**src/rtl/alu_issue_ctrl_if.sv**
```systemverilog
// Bundles the instruction handshake, register-file and ALU connections of the issue controller.
// The master modport is the issue controller. The slave modport is the fetch/regfile/ALU side.
interface alu_issue_ctrl_if #(
    parameter int DATA_W = 16,
    parameter int ADDR_W = 4
);
    logic              instr_valid;
    logic              instr_ready;
    logic [15:0]       instr;
    logic [ADDR_W-1:0] rf_raddr_a;
    logic [ADDR_W-1:0] rf_raddr_b;
    logic [DATA_W-1:0] rf_rdata_a;
    logic [DATA_W-1:0] rf_rdata_b;
    logic              rf_we;
    logic [ADDR_W-1:0] rf_waddr;
    logic [DATA_W-1:0] rf_wdata;
    logic [DATA_W-1:0] alu_a;
    logic [DATA_W-1:0] alu_b;
    logic [2:0]        alu_ctrl;
    logic [DATA_W-1:0] alu_result;
    logic [DATA_W-1:0] alu_overflow;
    logic              busy;
    logic              illegal_op;
    logic              div_by_zero;

    modport master (
        input  instr_valid, instr, rf_rdata_a, rf_rdata_b, alu_result, alu_overflow,
        output instr_ready, rf_raddr_a, rf_raddr_b, rf_we, rf_waddr, rf_wdata,
               alu_a, alu_b, alu_ctrl, busy, illegal_op, div_by_zero
    );

    modport slave (
        output instr_valid, instr, rf_rdata_a, rf_rdata_b, alu_result, alu_overflow,
        input  instr_ready, rf_raddr_a, rf_raddr_b, rf_we, rf_waddr, rf_wdata,
               alu_a, alu_b, alu_ctrl, busy, illegal_op, div_by_zero
    );
endinterface

```
**src/rtl/alu_issue_ctrl.sv**
```systemverilog
// Issue controller for the 16-bit ALU. It accepts one instruction at a time, reads the operands,
// runs the ALU, and writes one or two results back to the register file.
module alu_issue_ctrl #(
    parameter int DATA_W = 16,
    parameter int ADDR_W = 4,
    parameter int HI_REG = 15
) (
    input  logic               clk,
    input  logic               rst_n,
    alu_issue_ctrl_if.master   bus
);

    typedef enum logic [2:0] {
        IDLE  = 3'd0,
        READ  = 3'd1,
        EXEC  = 3'd2,
        WB_LO = 3'd3,
        WB_HI = 3'd4
    } state_t;

    state_t            state;
    state_t            next_state;
    logic [2:0]        op_q;
    logic [3:0]        rd_q;
    logic [3:0]        rs_q;
    logic [3:0]        rt_q;
    logic [DATA_W-1:0] op_a;
    logic [DATA_W-1:0] op_b;
    logic [DATA_W-1:0] res_lo;
    logic [DATA_W-1:0] res_hi;
    logic              div_zero;
    logic              two_results;

    assign two_results = (op_q == 3'b010) || (op_q == 3'b011);

    always_comb begin
        next_state       = state;
        div_zero         = 1'b0;
        bus.instr_ready  = 1'b0;
        bus.busy         = (state != IDLE);
        bus.rf_raddr_a   = '0;
        bus.rf_raddr_b   = '0;
        bus.rf_we        = 1'b0;
        bus.rf_waddr     = '0;
        bus.rf_wdata     = '0;
        bus.alu_a        = '0;
        bus.alu_b        = '0;
        bus.alu_ctrl     = 3'b111;
        bus.illegal_op   = 1'b0;
        bus.div_by_zero  = 1'b0;
        case (state)
            IDLE: begin
                bus.instr_ready = 1'b1;
                if (bus.instr_valid) begin
                    next_state = READ;
                end
            end
            READ: begin
                bus.rf_raddr_a = ADDR_W'(rs_q);
                bus.rf_raddr_b = ADDR_W'(rt_q);
                if (op_q[2:1] == 2'b11) begin
                    bus.illegal_op = 1'b1;
                    next_state     = IDLE;
                end else if ((op_q == 3'b011) && (bus.rf_rdata_b == '0)) begin
                    // Division by zero bypasses the ALU and writes a saturated result instead.
                    div_zero        = 1'b1;
                    bus.div_by_zero = 1'b1;
                    next_state      = WB_LO;
                end else begin
                    next_state = EXEC;
                end
            end
            EXEC: begin
                bus.alu_a    = op_a;
                bus.alu_b    = op_b;
                bus.alu_ctrl = op_q;
                next_state   = WB_LO;
            end
            WB_LO: begin
                bus.rf_we    = 1'b1;
                bus.rf_waddr = ADDR_W'(rd_q);
                bus.rf_wdata = res_lo;
                next_state   = two_results ? WB_HI : IDLE;
            end
            WB_HI: begin
                bus.rf_we    = 1'b1;
                bus.rf_waddr = ADDR_W'(HI_REG);
                bus.rf_wdata = res_hi;
                next_state   = IDLE;
            end
            default: next_state = IDLE;
        endcase
    end

    always_ff @(posedge clk or negedge rst_n) begin
        if (!rst_n) begin
            state <= IDLE;
        end else begin
            state <= next_state;
        end
    end

    // Datapath registers. A reset clears them, so an instruction that is in flight at reset is discarded.
    always_ff @(posedge clk or negedge rst_n) begin
        if (!rst_n) begin
            op_q   <= '0;
            rd_q   <= '0;
            rs_q   <= '0;
            rt_q   <= '0;
            op_a   <= '0;
            op_b   <= '0;
            res_lo <= '0;
            res_hi <= '0;
        end else begin
            if ((state == IDLE) && bus.instr_valid) begin
                op_q <= bus.instr[15:13];
                rd_q <= bus.instr[11:8];
                rs_q <= bus.instr[7:4];
                rt_q <= bus.instr[3:0];
            end
            if (state == READ) begin
                op_a <= bus.rf_rdata_a;
                op_b <= bus.rf_rdata_b;
                if (div_zero) begin
                    res_lo <= '1;
                    res_hi <= bus.rf_rdata_a;
                end
            end
            if (state == EXEC) begin
                res_lo <= bus.alu_result;
                res_hi <= bus.alu_overflow;
            end
        end
    end

endmodule

```
**src/flat_wrapper.sv**
```systemverilog
// flat-port wrapper written by rule: the top's interface ports become plain ports
module alu_issue_ctrl_flat 
#(
    parameter int DATA_W = 16,
    parameter int ADDR_W = 4,
    parameter int HI_REG = 15
)
  (clk, rst_n, bus_instr_valid, bus_instr, bus_rf_rdata_a, bus_rf_rdata_b, bus_alu_result, bus_alu_overflow, bus_instr_ready, bus_rf_raddr_a, bus_rf_raddr_b, bus_rf_we, bus_rf_waddr, bus_rf_wdata, bus_alu_a, bus_alu_b, bus_alu_ctrl, bus_busy, bus_illegal_op, bus_div_by_zero);
  alu_issue_ctrl_if #(.DATA_W(DATA_W), .ADDR_W(ADDR_W)) bus_i ();
  input  logic clk;
  input  logic rst_n;
  input wire logic [$bits(bus_i.instr_valid)-1:0] bus_instr_valid;
  input wire logic [$bits(bus_i.instr)-1:0] bus_instr;
  input wire logic [$bits(bus_i.rf_rdata_a)-1:0] bus_rf_rdata_a;
  input wire logic [$bits(bus_i.rf_rdata_b)-1:0] bus_rf_rdata_b;
  input wire logic [$bits(bus_i.alu_result)-1:0] bus_alu_result;
  input wire logic [$bits(bus_i.alu_overflow)-1:0] bus_alu_overflow;
  output wire logic [$bits(bus_i.instr_ready)-1:0] bus_instr_ready;
  output wire logic [$bits(bus_i.rf_raddr_a)-1:0] bus_rf_raddr_a;
  output wire logic [$bits(bus_i.rf_raddr_b)-1:0] bus_rf_raddr_b;
  output wire logic [$bits(bus_i.rf_we)-1:0] bus_rf_we;
  output wire logic [$bits(bus_i.rf_waddr)-1:0] bus_rf_waddr;
  output wire logic [$bits(bus_i.rf_wdata)-1:0] bus_rf_wdata;
  output wire logic [$bits(bus_i.alu_a)-1:0] bus_alu_a;
  output wire logic [$bits(bus_i.alu_b)-1:0] bus_alu_b;
  output wire logic [$bits(bus_i.alu_ctrl)-1:0] bus_alu_ctrl;
  output wire logic [$bits(bus_i.busy)-1:0] bus_busy;
  output wire logic [$bits(bus_i.illegal_op)-1:0] bus_illegal_op;
  output wire logic [$bits(bus_i.div_by_zero)-1:0] bus_div_by_zero;
  assign bus_i.instr_valid = bus_instr_valid;
  assign bus_i.instr = bus_instr;
  assign bus_i.rf_rdata_a = bus_rf_rdata_a;
  assign bus_i.rf_rdata_b = bus_rf_rdata_b;
  assign bus_i.alu_result = bus_alu_result;
  assign bus_i.alu_overflow = bus_alu_overflow;
  assign bus_instr_ready = bus_i.instr_ready;
  assign bus_rf_raddr_a = bus_i.rf_raddr_a;
  assign bus_rf_raddr_b = bus_i.rf_raddr_b;
  assign bus_rf_we = bus_i.rf_we;
  assign bus_rf_waddr = bus_i.rf_waddr;
  assign bus_rf_wdata = bus_i.rf_wdata;
  assign bus_alu_a = bus_i.alu_a;
  assign bus_alu_b = bus_i.alu_b;
  assign bus_alu_ctrl = bus_i.alu_ctrl;
  assign bus_busy = bus_i.busy;
  assign bus_illegal_op = bus_i.illegal_op;
  assign bus_div_by_zero = bus_i.div_by_zero;
  alu_issue_ctrl #(.DATA_W(DATA_W), .ADDR_W(ADDR_W), .HI_REG(HI_REG)) u_core (.clk(clk), .rst_n(rst_n), .bus(bus_i));
endmodule
```
**config.mk**
```make
export PLATFORM = sky130hd
export DESIGN_NAME = alu_issue_ctrl_flat
export DESIGN_NICKNAME = d
export VERILOG_FILES = /design/src/rtl/alu_issue_ctrl_if.sv /design/src/rtl/alu_issue_ctrl.sv /design/src/flat_wrapper.sv
export SDC_FILE = /design/constraint.sdc
export NUM_CORES = 1
export LEC_CHECK = 0
export ABC_AREA = 1
export CAP_MARGIN = 20
export CELL_PAD_IN_SITES_DETAIL_PLACEMENT = 1
export CELL_PAD_IN_SITES_GLOBAL_PLACEMENT = 1
export CORE_MARGIN = 5
export CORE_UTILIZATION = 32
export DETAILED_ROUTE_END_ITERATION = 16
export MAX_ROUTING_LAYER = met4
export PLACE_DENSITY = 0.86
export SYNTH_ARGS = -nofsm -noshare
export SYNTH_HDL_FRONTEND = slang
export SYNTH_SLANG_ARGS = --single-unit
```
**constraint.sdc**
```tcl
create_clock -name clk -period 1.54 [get_ports clk]
set_input_delay 0.231 -clock clk [delete_from_list [all_inputs] [get_ports clk]]
set_output_delay 0.231 -clock clk [all_outputs]
set_load 0.03 [all_outputs]
```
# Yosys cells after proc, flatten, opt, wreduce, memory -nomap -nowiden

Cells that the tools add are included.

Reduce and logical (&&, ||, !) cells: 10
Eq/ne operators: 8
Multiplexer cells: 25

Operators by type and width:

| cell               | number |
|---|---|
| $mux 16            | 8 |
| $pmux 16 s2        | 1 |
| $logic_not 16->1   | 1 |
| $eq 3x2->1 const B | 4 |
| $mux 3             | 4 |
| $pmux 3 s4         | 1 |
| $mux 1             | 8 |
| $mux 4             | 2 |
| $pmux 4 s2         | 1 |
| $reduce_bool 2->1  | 2 |
| $eq 3x1->1 const B | 1 |
| $eq 3x3->1 const B | 1 |
| $logic_not 3->1    | 1 |
| $reduce_bool 3->1  | 1 |
| $eq 2x2->1 const B | 1 |
| $logic_and 1x1->1  | 2 |
| $ne 2x2->1 const B | 1 |
| $reduce_and 2->1   | 1 |
| $reduce_or 2->1    | 1 |
| $logic_or 1x1->1   | 1 |

Logic and storage cells: 52
Input bits: 83
Bits in registers: 82
Output and inout port bits: 68

# Logic depth before layout (Yosys ltp)

Depth in word-level cells: 8
Gate-level depth with buffers: 9
Mapped depth without buffers: 8

# Worst setup path before layout

No wires, ideal clock.

Path kind: flip-flop to output port
From: register u_core.state[1]
To: output bus_alu_a[0]
Buffers on the path: 2
Stages on the path, launching flop included: 7
Setup slack: -88 ps
Data required time: 1309 ps
Arrival: 1397 ps
Cell sequence: dfrtp_1 inv_2 nor2_4 nand2_4 buf_2 buf_2 nor2_1

Cells in the longest elaborated chain, start to end: 2

Ends and longest elaborated chain:

| item                   | line                 | text |
|---|---|---|
| from (decl)            | alu_issue_ctrl.sv:21 | `state_t state;` |
| from (signal assigned) | alu_issue_ctrl.sv:99 | `state <= next_state;` |
| $eq 3x2->1             | alu_issue_ctrl.sv:51 | `case (state)` |
| $mux 16                | alu_issue_ctrl.sv:51 |  |
| to (decl)              | flat_wrapper.sv:24   | `output wire logic [$bits(bus_i.alu_a)-1:0] bus_alu_a;` |

Every way passes these cells.

# Worst setup path in the final report

From: register u_core.state[2]
To: output bus_alu_b[0]

Cells in the longest elaborated chain, start to end: 2

Ends and longest elaborated chain:

| item       | line                 | text |
|---|---|---|
| $eq 3x2->1 | alu_issue_ctrl.sv:51 |  |
| $mux 16    | alu_issue_ctrl.sv:51 |  |
| to (decl)  | flat_wrapper.sv:25   | `output wire logic [$bits(bus_i.alu_b)-1:0] bus_alu_b;` |

Every way passes these cells.

==> results by group <==
Run status
  • Run status: finished with violations
  • Failing checks: setup timing

Timing
  • Setup TNS: -28,490 ps
  • # setup viols final: 120
  • Final Max Tran Viols: 0
  • RSZ-0062 raised after global routing: yes
  • Max_slew headroom: 72.2%
  • Post-route setup slack: -354 ps
  • Period minus WS final: 1890 ps
  • Final hold slack: 357 ps
  • F_max: 528 MHz
  • Final hold viol count: 0
  • Worst-margin pin slew: 417 ps
  • Clock skew: 15.2 ps
  • Final worst-path cycle share: 123%

Drt
  • Drt wl/cell: 22.0 µm
  • Via density: 5.07
  • Final wirelength: 20.8 mm
  • DRC Markers: 0
  • DRT Pass-1 Iters: 5
  • DR iter-0 viols: 295
  • Post-route ant nets: 0
  • Vias: 4,814

Clocking
  • CTS Root Cell: clkbuf_16
  • Htree depth: 3
  • Reg clk slew, reported paths: 70 ps
  • CTS tree: yes
  • Clock buffer depth: 2
  • Worst-Skew Late Latency: 350 ps
  • TritonCTS buffer count: 9
  • Clk sinks: 82

GRT
  • Initial antenna violation count: 1
  • Global-route wire length before repair: 25.9 mm
  • GR Util met2: 36.9%
  • Met3 Resource Use GR: 3.24%
  • GRT Total Usage: 21.2%
  • Largest net degree at the start of global routing: 49
  • Gr ovfl total: 0
  • GR peak layer: met2
  • Vias in the first global route: 4,974
  • Met1 Track Usage GR: 24.8%

Synthesis
  • Synth cell types: 24
  • Area leader, netlist: dfrtp_1
  • Yosys warns: 0
  • Seq/Total Area, Yosys: 48.4%
  • Post-synth EDFFs: 0
  • Primary FF master, synth: dfrtp_1
  • Synth async-reset ratio: 100%
  • Cell count after synthesis: 566
  • Syn avg cell area: 7.49 µm²
  • Top post-synthesis cells by count: nand2_1 (154), nor2_1 (92), dfrtp_1 (82)
  • Top-count cell post-synth: nand2_1
  • Top-area cell type share of the netlist area: 48.4%
  • Top post-synthesis cells by area: dfrtp_1 (48%), nand2_1 (14%), nand3_1 (8.7%), nor2_1 (8.2%), inv_1 (4.2%)
  • Synthesized flop and latch total: 82
  • Post-Syn Nets: 649
  • Cell area after synthesis: 0.00424 mm²

Run
  • Max Cap Violations: 0

Setup path
  • WP data required: 1310 ps
  • Endpoint type of the worst setup path: output pin
  • CP Max Fanout: 6
  • Arr. time, crit path: 1660 ps
  • R2R cell count: 10
  • Startpoint type of the worst setup path: flop
  • Crit Path Category: reg -> out

Hold path
  • Worst min path class: in -> async

Pwr
  • Max VDD drop: 932 µV
  • PwrDens: 2340 mW/mm²
  • Static Leak: 0.00383 µW
  • Power, Total: 18,700 µW

Floorplanning
  • Die Span Y: 125 µm
  • Chip width: 125 µm
  • Io pins: 151
  • Initial Utilization: 32.2%
  • Cell Rows: 42
  • Die ar.: 0.0156 mm²
  • Core Footprint: 0.0131 mm²

Placement
  • HPWL after detailed placement: 11.2 mm
  • Port bufs: 149
  • GPL Wtd Cong: 0.824

Layout
  • Nets: 850
  • Share of layout cells above drive strength 1: 40.8%
  • Area growth syn-to-layout: 88.6%
  • Fillers: 1,441
power breakdown:
group	total [µW]	internal (µW)	leakage [µW]	switching [µW]
sequential	3870	3220	0.000946	647
clock	2330	1390	0.000159	942
combinational	12500	5340	0.00272	7130
kinds of logic after synthesis:
group / after synthesis / share of synthesized area (%)
simple gates: 352 / 36.2
buf+inv: 88 / 9.27
flops: 82 / 48.4
compound gates: 44 / 6.08
worst max-delay path, cell delays in order (launching register included):
cell and delay, ps:
dfrtp_1 440, nor2_4 150, buf_12 160, nand2_8 100, clkbuf_16 220, nor2_4 100, buf_6 140
registers in the layout (all words and copies together) (netlist names):
name	flops
u_core.state	3
u_core.rd_q	4
u_core.rs_q	4
u_core.res_hi	16
u_core.res_lo	16
u_core.op_b	16
u_core.op_a	16
u_core.rt_q	4
u_core.op_q	3
routing by layer:
layer / routed length (µm) / share of wire [%]
met1: 8110 / 39
met5: 0 / 0
met4: 606 / 2.9
met3: 952 / 4.6
met2: 11200 / 54
cells in the final DEF, fill, tap and decap left out, drive strengths merged:
| master | Yosys | final |
|---|---|---|
| buf | 29 | 130 |
| clkbuf | 7 | 24 |
| a21oi | 40 | 40 |
| diode | 0 | 1 |
| nor2 | 100 | 100 |
| nand3 | 76 | 76 |
| bufinv | 0 | 1 |
| nor3 | 1 | 1 |
| clkdlybuf4s50 | 0 | 80 |
| nand2 | 157 | 160 |
| dfrtp | 82 | 82 |
| o21ai | 4 | 4 |
| inv | 52 | 52 |
| and3 | 1 | 1 |
| or2 | 17 | 17 |
| clkinv | 0 | 3 |
| dlygate4sd3 | 0 | 1 |
path summary, 6_finish.rpt:
check | start | end | slack [ps]
max | u_core.state[2]$_DFFE_PN0P_ | bus_alu_b[0] | -350
min reg2reg | u_core.rd_q[0]$_DFFE_PN0P_ | u_core.rd_q[0]$_DFFE_PN0P_ | 520
min | rst_n | u_core.res_lo[5]$_DFFE_PN0P_ | 360
min in group clk | bus_instr[11] | u_core.rd_q[3]$_DFFE_PN0P_ | 470
max reg2reg | u_core.state[2]$_DFFE_PN0P_ | u_core.res_lo[3]$_DFFE_PN0P_ | -310
max in group asynchronous | rst_n | u_core.op_b[1]$_DFFE_PN0N_ | 650
through the flow:
stage          setup WS, ps  std cells  utilization (%)  cell area [µm²]
2_1_floorplan         -87.7        566                -             4260
3_3_place_gp          -90.6        886             45.6             6000
3_5_place_dp           -159        886             45.6             6000
4_1_cts                -290        919             52.0             6840
5_1_grt                -407        949             60.8             7990
6_report               -354        949             60.8             7990
what timing repair did:
item                                    in CTS  in global routing
endpoints found under the hold margin       23                  0
hold buffers                                 1                  0
resized for setup                           91                198
gates cloned                                 4                 15
pin swaps                                    8                 36
setup buffers                               13                 17
endpoints found under the setup margin     103                119
layout make-up:
class / instances / area [µm²] / share of cell area, %
diodes: 1 / 2.50 / 0.0313
clock buffers: 12 / 267 / 3.33
clock inverters: 4 / 48.8 / 0.611
inverters: 52 / 203 / 2.54
multi-input cells: 399 / 2530 / 31.7
flip-flops and latches: 82 / 2050 / 25.7
well taps: 176 / 220 / 2.76
repair buffers: 223 / 2670 / 33.4
Note: power is estimated with default switching activity, not from simulation.
